**src/rtl/imem_portb_arbiter_pkg.sv**
```systemverilog
// Shared widths, FSM state codes and grant indices for the instruction-RAM
// port-B arbiter.
package imem_arb_pkg;

  localparam int ADDR_W = 32;
  localparam int DATA_W = 32;
  localparam int BE_W   = DATA_W / 8;

  typedef logic [1:0] arb_state_t;

  localparam arb_state_t S_IDLE  = 2'd0;
  localparam arb_state_t S_DRAIN = 2'd1;
  localparam arb_state_t S_LOAD  = 2'd2;
  localparam arb_state_t S_FLUSH = 2'd3;

  // Requester slots on the round-robin arbiter
  localparam int GNT_LD  = 0;
  localparam int GNT_DBG = 1;

endpackage

```
**src/rtl/imem_portb_arbiter_if.sv**
```systemverilog
// Loader, debugger, RAM port-B and CPU front-end signals of the port-B arbiter.
// The arbiter takes the slave modport; its environment takes the master modport.
interface imem_portb_arbiter_if
  import imem_arb_pkg::*;
#(
  parameter int AW = ADDR_W,
  parameter int DW = DATA_W,
  parameter int BW = BE_W
);
  logic          ld_req;
  logic [AW-1:0] ld_addr;
  logic [DW-1:0] ld_wdata;
  logic [BW-1:0] ld_be;
  logic          ld_last;
  logic          ld_gnt;
  logic          dbg_req;
  logic [AW-1:0] dbg_addr;
  logic          dbg_gnt;
  logic          dbg_rvalid;
  logic [DW-1:0] dbg_rdata;
  logic [AW-1:0] A2;
  logic [DW-1:0] WD2;
  logic [BW-1:0] WE2;
  logic [DW-1:0] RD2;
  logic          cpu_stall;
  logic          cpu_flush;

  modport slave (
    input  ld_req, ld_addr, ld_wdata, ld_be, ld_last, dbg_req, dbg_addr, RD2,
    output ld_gnt, dbg_gnt, dbg_rvalid, dbg_rdata, A2, WD2, WE2, cpu_stall, cpu_flush
  );

  modport master (
    output ld_req, ld_addr, ld_wdata, ld_be, ld_last, dbg_req, dbg_addr, RD2,
    input  ld_gnt, dbg_gnt, dbg_rvalid, dbg_rdata, A2, WD2, WE2, cpu_stall, cpu_flush
  );

endinterface

```
**src/rtl/imem_portb_arbiter_rr_arbiter2.sv**
```systemverilog
// Two-way round-robin arbiter: a lone requester always wins; on a tie the
// requester that did not win last time is granted.
module rr_arbiter2 (
  input  logic       clk,
  input  logic       rst,
  input  logic [1:0] req,
  input  logic       en,
  output logic [1:0] gnt
);

  // prio_q = 0 favours req[0], 1 favours req[1]
  logic prio_q, prio_d;

  always_comb begin
    gnt = 2'b00;
    if (en) begin
      case (req)
        2'b01:   gnt = 2'b01;
        2'b10:   gnt = 2'b10;
        2'b11:   gnt = prio_q ? 2'b10 : 2'b01;
        default: gnt = 2'b00;
      endcase
    end
  end

  always_comb begin
    prio_d = prio_q;
    if (gnt[0])      prio_d = 1'b1;
    else if (gnt[1]) prio_d = 1'b0;
  end

  always_ff @(posedge clk or posedge rst) begin
    if (rst) prio_q <= 1'b0;
    else     prio_q <= prio_d;
  end

endmodule

```
**src/rtl/imem_portb_arbiter.sv**
```systemverilog
// Shares instruction-RAM port B between the program loader and the debugger,
// and stalls then flushes the CPU front end around each load session.
module imem_portb_arbiter
  import imem_arb_pkg::*;
(
  input  logic                clk,
  input  logic                rst,
  imem_portb_arbiter_if.slave bus
);

  arb_state_t        state_q, state_d;
  logic [1:0]        req, gnt;
  logic [ADDR_W-1:0] a2_q, a2_d;
  logic [DATA_W-1:0] wd2;
  logic [BE_W-1:0]   we2;
  logic              rvalid_q, rvalid_d;
  logic [DATA_W-1:0] rdata_q, rdata_d;

  // Loader only competes once the front end is stalled; nobody touches the RAM while flushing
  assign req[GNT_LD]  = bus.ld_req  && (state_q == S_LOAD);
  assign req[GNT_DBG] = bus.dbg_req && (state_q != S_FLUSH);

  rr_arbiter2 u_rr (
    .clk (clk),
    .rst (rst),
    .req (req),
    .en  (~rst),
    .gnt (gnt)
  );

  always_comb begin
    state_d = state_q;
    case (state_q)
      S_IDLE:  if (bus.ld_req) state_d = S_DRAIN;
      S_DRAIN: state_d = S_LOAD;
      S_LOAD:  if (gnt[GNT_LD] && bus.ld_last) state_d = S_FLUSH;
      S_FLUSH: state_d = S_IDLE;
      default: state_d = S_IDLE;
    endcase
  end

  always_comb begin
    a2_d = a2_q;
    wd2  = '0;
    we2  = '0;
    if (gnt[GNT_LD]) begin
      a2_d = bus.ld_addr;
      wd2  = bus.ld_wdata;
      we2  = bus.ld_be;
    end else if (gnt[GNT_DBG]) begin
      a2_d = bus.dbg_addr;
    end
  end

  // RD2 is live only in the cycle after a debug grant; otherwise replay the last read
  assign rvalid_d = gnt[GNT_DBG];
  assign rdata_d  = rvalid_q ? bus.RD2 : rdata_q;

  assign bus.ld_gnt     = gnt[GNT_LD];
  assign bus.dbg_gnt    = gnt[GNT_DBG];
  assign bus.A2         = a2_d;
  assign bus.WD2        = wd2;
  assign bus.WE2        = we2;
  assign bus.dbg_rvalid = rvalid_q;
  assign bus.dbg_rdata  = rdata_d;
  assign bus.cpu_stall  = (state_q != S_IDLE);
  assign bus.cpu_flush  = (state_q == S_FLUSH);

  always_ff @(posedge clk or posedge rst) begin
    if (rst) begin
      state_q  <= S_IDLE;
      a2_q     <= '0;
      rvalid_q <= 1'b0;
      rdata_q  <= '0;
    end else begin
      state_q  <= state_d;
      a2_q     <= a2_d;
      rvalid_q <= rvalid_d;
      rdata_q  <= rdata_d;
    end
  end

endmodule

```
**src/flat_wrapper.sv**
```systemverilog
// flat-port wrapper written by rule: the top's interface ports become plain ports
module imem_portb_arbiter_flat import imem_arb_pkg::*;
  (clk, rst, bus_ld_req, bus_ld_addr, bus_ld_wdata, bus_ld_be, bus_ld_last, bus_dbg_req, bus_dbg_addr, bus_RD2, bus_ld_gnt, bus_dbg_gnt, bus_dbg_rvalid, bus_dbg_rdata, bus_A2, bus_WD2, bus_WE2, bus_cpu_stall, bus_cpu_flush);
  imem_portb_arbiter_if bus_i ();
  input  logic clk;
  input  logic rst;
  input wire logic [$bits(bus_i.ld_req)-1:0] bus_ld_req;
  input wire logic [$bits(bus_i.ld_addr)-1:0] bus_ld_addr;
  input wire logic [$bits(bus_i.ld_wdata)-1:0] bus_ld_wdata;
  input wire logic [$bits(bus_i.ld_be)-1:0] bus_ld_be;
  input wire logic [$bits(bus_i.ld_last)-1:0] bus_ld_last;
  input wire logic [$bits(bus_i.dbg_req)-1:0] bus_dbg_req;
  input wire logic [$bits(bus_i.dbg_addr)-1:0] bus_dbg_addr;
  input wire logic [$bits(bus_i.RD2)-1:0] bus_RD2;
  output wire logic [$bits(bus_i.ld_gnt)-1:0] bus_ld_gnt;
  output wire logic [$bits(bus_i.dbg_gnt)-1:0] bus_dbg_gnt;
  output wire logic [$bits(bus_i.dbg_rvalid)-1:0] bus_dbg_rvalid;
  output wire logic [$bits(bus_i.dbg_rdata)-1:0] bus_dbg_rdata;
  output wire logic [$bits(bus_i.A2)-1:0] bus_A2;
  output wire logic [$bits(bus_i.WD2)-1:0] bus_WD2;
  output wire logic [$bits(bus_i.WE2)-1:0] bus_WE2;
  output wire logic [$bits(bus_i.cpu_stall)-1:0] bus_cpu_stall;
  output wire logic [$bits(bus_i.cpu_flush)-1:0] bus_cpu_flush;
  assign bus_i.ld_req = bus_ld_req;
  assign bus_i.ld_addr = bus_ld_addr;
  assign bus_i.ld_wdata = bus_ld_wdata;
  assign bus_i.ld_be = bus_ld_be;
  assign bus_i.ld_last = bus_ld_last;
  assign bus_i.dbg_req = bus_dbg_req;
  assign bus_i.dbg_addr = bus_dbg_addr;
  assign bus_i.RD2 = bus_RD2;
  assign bus_ld_gnt = bus_i.ld_gnt;
  assign bus_dbg_gnt = bus_i.dbg_gnt;
  assign bus_dbg_rvalid = bus_i.dbg_rvalid;
  assign bus_dbg_rdata = bus_i.dbg_rdata;
  assign bus_A2 = bus_i.A2;
  assign bus_WD2 = bus_i.WD2;
  assign bus_WE2 = bus_i.WE2;
  assign bus_cpu_stall = bus_i.cpu_stall;
  assign bus_cpu_flush = bus_i.cpu_flush;
  imem_portb_arbiter u_core (.clk(clk), .rst(rst), .bus(bus_i));
endmodule
```
**config.mk**
```make
export PLATFORM = sky130hd
export DESIGN_NAME = imem_portb_arbiter_flat
export DESIGN_NICKNAME = d
export VERILOG_FILES = /design/src/rtl/imem_portb_arbiter_pkg.sv /design/src/rtl/imem_portb_arbiter_if.sv /design/src/rtl/imem_portb_arbiter_rr_arbiter2.sv /design/src/rtl/imem_portb_arbiter.sv /design/src/flat_wrapper.sv
export SDC_FILE = /design/constraint.sdc
export NUM_CORES = 1
export LEC_CHECK = 0
export CAP_MARGIN = 25
export CORE_ASPECT_RATIO = 0.75
export CORE_UTILIZATION = 32
export DETAILED_ROUTE_END_ITERATION = 7
export HOLD_SLACK_MARGIN = 0.02
export PLACE_DENSITY = 0.76
export SYNTH_ARGS = -nofsm -noshare
export SYNTH_HDL_FRONTEND = slang
export SYNTH_SLANG_ARGS = --single-unit
export TNS_END_PERCENT = 100
```
**constraint.sdc**
```tcl
create_clock -name clk -period 6.13 [get_ports clk]
set_clock_uncertainty 0.2 [all_clocks]
set_input_delay 1.5325 -clock clk [delete_from_list [all_inputs] [get_ports clk]]
set_output_delay 1.5325 -clock clk [all_outputs]
set_load 0.03 [all_outputs]
```
==> results.json <==
{
  "max-vdd-ir-drop_mv": 0.2570,
  "synthAdderAreaFrac_pct": 1.139,
  "period_share_pct": 85.31,
  "cts_resized": 0,
  "dp_hpwl_microns": 8300,
  "clockRootBuffer": "clkbuf_16",
  "cts_tree": "built",
  "worstPathCellList": "clkdlybuf4s50_1 -> nor3b_2 -> buf_12 -> nand3_1 -> a31oi_1 -> buf_4",
  "synthDistinctLibCells": 24,
  "critPathMaxStageDelay_ps": 610,
  "hold_viol": 0,
  "num_rows": 31,
  "cts_inserted_buffers": 9,
  "dpl_cell_area_sq_mm": 0.005674,
  "clk_latency_ps": 320,
  "nets": 691,
  "die_w_microns": 119.2,
  "grt_pass1_vias": 3398,
  "path_class": "in -> out",
  "min_from": "u_core.rdata_q[18]",
  "p_int_w": 0.001699,
  "crit_required_ps": 4400,
  "post_cts_buffers": 0,
  "clkSinkCount": 68,
  "grt_max_degree": 38,
  "detail_route.iter0.violations": 148,
  "startpoint_type": "primary input",
  "yosysSeqAreaShare_pct": 51.65,
  "p_sw_w": 0.001245,
  "num_antenna_cells": 0,
  "rr_worst_depth": 5,
  "status": "complete, no violations",
  "p_total_w": 0.002944,
  "timing.fmax_mhz": 191.2,
  "tightest_slew_ps": 709.6,
  "cts_hold_buf": 0,
  "hold_depth": 1,
  "maxCapViolCount": 0,
  "syn_area_per_cell_sq_um": 10.30,
  "antenna_left": 0,
  "antenna_found_initial": 0,
  "core_sq_mm": 0.009813,
  "place.gp.congestion": 0.8119,
  "overflow": 0,
  "reg2reg_slack_ps": 3870,
  "p_per_area_mw_per_mm2": 490.7,
  "via_count": 3308,
  "drc_errors": 0,
  "rsz0062_at_grt": "false",
  "synth_top_family_by_area": "simple AND/OR/NAND/NOR gates",
  "pwr-share-comb_pct": 56.3,
  "path_max_fanout": 24,
  "synthXorXnorAreaFrac_pct": 0,
  "synth-compound-area-share_pct": 11.43,
  "r2r-start": "u_core.state_q[1]",
  "tns_ps": 0,
  "ys_warn_count": 0,
  "p_sw_share_pct": 42.29,
  "leakage_nw": 2.558,
  "slew_headroom_pct": 52.63,
  "avgRoutedWirePerCell_microns": 15.90,
  "cp-end-kind": "output port",
  "pwr-share-seq_pct": 25.0,
  "dr.pass1.iters": 4,
  "cpLargestDelayFamily": "buffers and inverters",
  "grt_pass1_wl_microns": 17590,
  "syn_area_sq_mm": 0.003294,
  "viasPerCell": 4.808,
  "grt_use_total_pct": 20.78,
  "crit_slowest_cell": "nor3b_2",
  "port_buffers": 241,
  "pin_count": 242,
  "syn_to_final_growth_pct": 82.11,
  "start_util_pct": 33.57,
  "path_clk_slew_ps": 60,
  "drt_wl_total_microns": 10940,
  "hp-class": "reg -> reg",
  "chipHeight_microns": 89.87,
  "synth-simple-area-share_pct": 19.29,
  "reg2reg_to": "u_core.a2_q[13]",
  "htreeDepth": 3,
  "ctsLongestPathBuffers": 2,
  "setup_violations": 0,
  "pwr-share-clk_pct": 18.7,
  "critPathBufInv": 3,
  "drive_above_1_share_pct": 17.63,
  "n_fill_cell": 832,
  "worstHoldEndpoint": "u_core.rdata_q[18]",
  "synth_cells": 320,
  "finish.instance_area_sq_mm": 0.006000,
  "arrival_ps": 3500,
  "maxSlewViolCount": 0,
  "period_needed_ps": 5230,
  "synth_mux_area_share_pct": 11.28,
  "synth_nets": 460,
  "fp.dieArea_sq_mm": 0.01071,
  "synth-seq-cells": 68
}
==> sequential cells by signal, summed over array words and instances (netlist names) <==
register	flops
u_core.state_q	2
u_core.u_rr.prio_q	1
u_core.rdata_q	32
u_core.a2_q	32
u_core.bus.dbg_rvalid	1
==> through the flow <==
stage                     hold WS (ps)  utilization [%]  setup slack [ps]  cells
final                            281.5            61.14             900.5    688
after CTS                        285.7            61.14             886.5    688
after global placement           263.4            57.54             552.2    671
after floorplan                  267.1                -              1507    320
after global routing             291.2            61.14             774.1    688
after detailed placement         270.4            57.82             887.7    672
==> power by group through the flow <==
stage / sequential [W] / clock [W] / combinational (W)
2_1_floorplan: 0.000722 / 0 / 0.00101
3_3_place_gp: 0.000731 / 0 / 0.00164
3_5_place_dp: 0.000744 / 0 / 0.00167
4_1_cts: 0.000738 / 0.000563 / 0.00167
5_1_grt: 0.000758 / 0.000587 / 0.00176
6_report: 0.000736 / 0.000551 / 0.00166
==> how the worst max path moves through the flow <==
| stage | endpoint | start | cells past startpoint |
|---|---|---|---|
| after floorplan | bus_A2[22] | bus_dbg_req | 6 |
| after global placement | bus_WD2[10] | rst | 6 |
| after detailed placement | bus_dbg_gnt | rst | 5 |
| after CTS | bus_dbg_gnt | rst | 5 |
| after global routing | bus_A2[31] | rst | 6 |
| final | bus_A2[13] | rst | 6 |
==> cells in the final DEF (no fill, tap or decap), drive strengths merged <==
master,n
a31oi,32
and2,36
and3b,2
buf,79
bufinv,2
clkbuf,10
clkdlybuf4s50,172
clkinv,2
clkinvlp,1
dfrtp,68
ha,3
inv,6
mux2,33
nand2,2
nand3,32
nand3b,3
nor2,2
nor2b,2
nor3,32
nor3b,1
o21ai,32
o22ai,1
o32a,1
or2,1
or3b,1
==> cells by family (layout without fill, tap and decap cells) <==
| group | Yosys count | in the layout |
|---|---|---|
| flops | 68 | 68 |
| fa+ha+maj | 3 | 3 |
| buf+inv | 36 | 272 |
| mux | 33 | 33 |
| simple gates | 114 | 114 |
| compound gates | 66 | 66 |
==> worst register-to-register path, delay by kind of cell, from the launching register on <==
| kind | cells | cell delay [ps] |
|---|---|---|
| buf+inv | 1 | 260 |
| flops | 1 | 410 |
| simple gates | 2 | 730 |
| compound gates | 1 | 280 |
| fa+ha+maj | 1 | 270 |
==> cells in the mapped netlist <==
cell type	instances	area, sq um
mux2_1	33	371.6
or3b_1	1	8.760
or2_1	1	6.260
nor2_1	2	7.510
o21ai_1	32	160.2
nand2_1	2	7.510
ha_1	3	37.54
a31oi_1	32	200.2
and3b_1	2	17.52
clkbuf_1	16	60.06
inv_1	4	15.01
buf_6	3	33.78
buf_1	3	11.26
nand3_1	32	160.2
and2_1	36	225.2
buf_2	9	45.04
inv_4	1	6.260
o22ai_1	1	6.260
dfrtp_1	68	1702
nor3b_1	1	7.510
nor2b_1	2	12.51
nor3_1	32	160.2
nand3b_1	3	22.52
o32a_1	1	10.01
==> layer usage <==
layer | share of wire (%) | vias up | global-route usage [%]
met3 | 5.9 | 10 | 4.822
met2 | 49 | 139 | 34.79
met4 | 1.3 | 0 | 5.591
met1 | 44 | 1545 | 26.87
met5 | 0 | - | 0
li1 | - | 1614 | -
==> layout make-up <==
class	instances	area (sq um)	share of cell area, %
Inverter	5	21.27	0.3545
Sequential cell	68	1702	28.36
Tap cell	132	165.2	2.753
Multi-Input combinational cell	216	1426	23.77
Clock buffer	10	239.0	3.983
Clock inverter	6	86.33	1.439
Timing Repair Buffer	251	2360	39.33
Power figures use the tool's default switching activity.
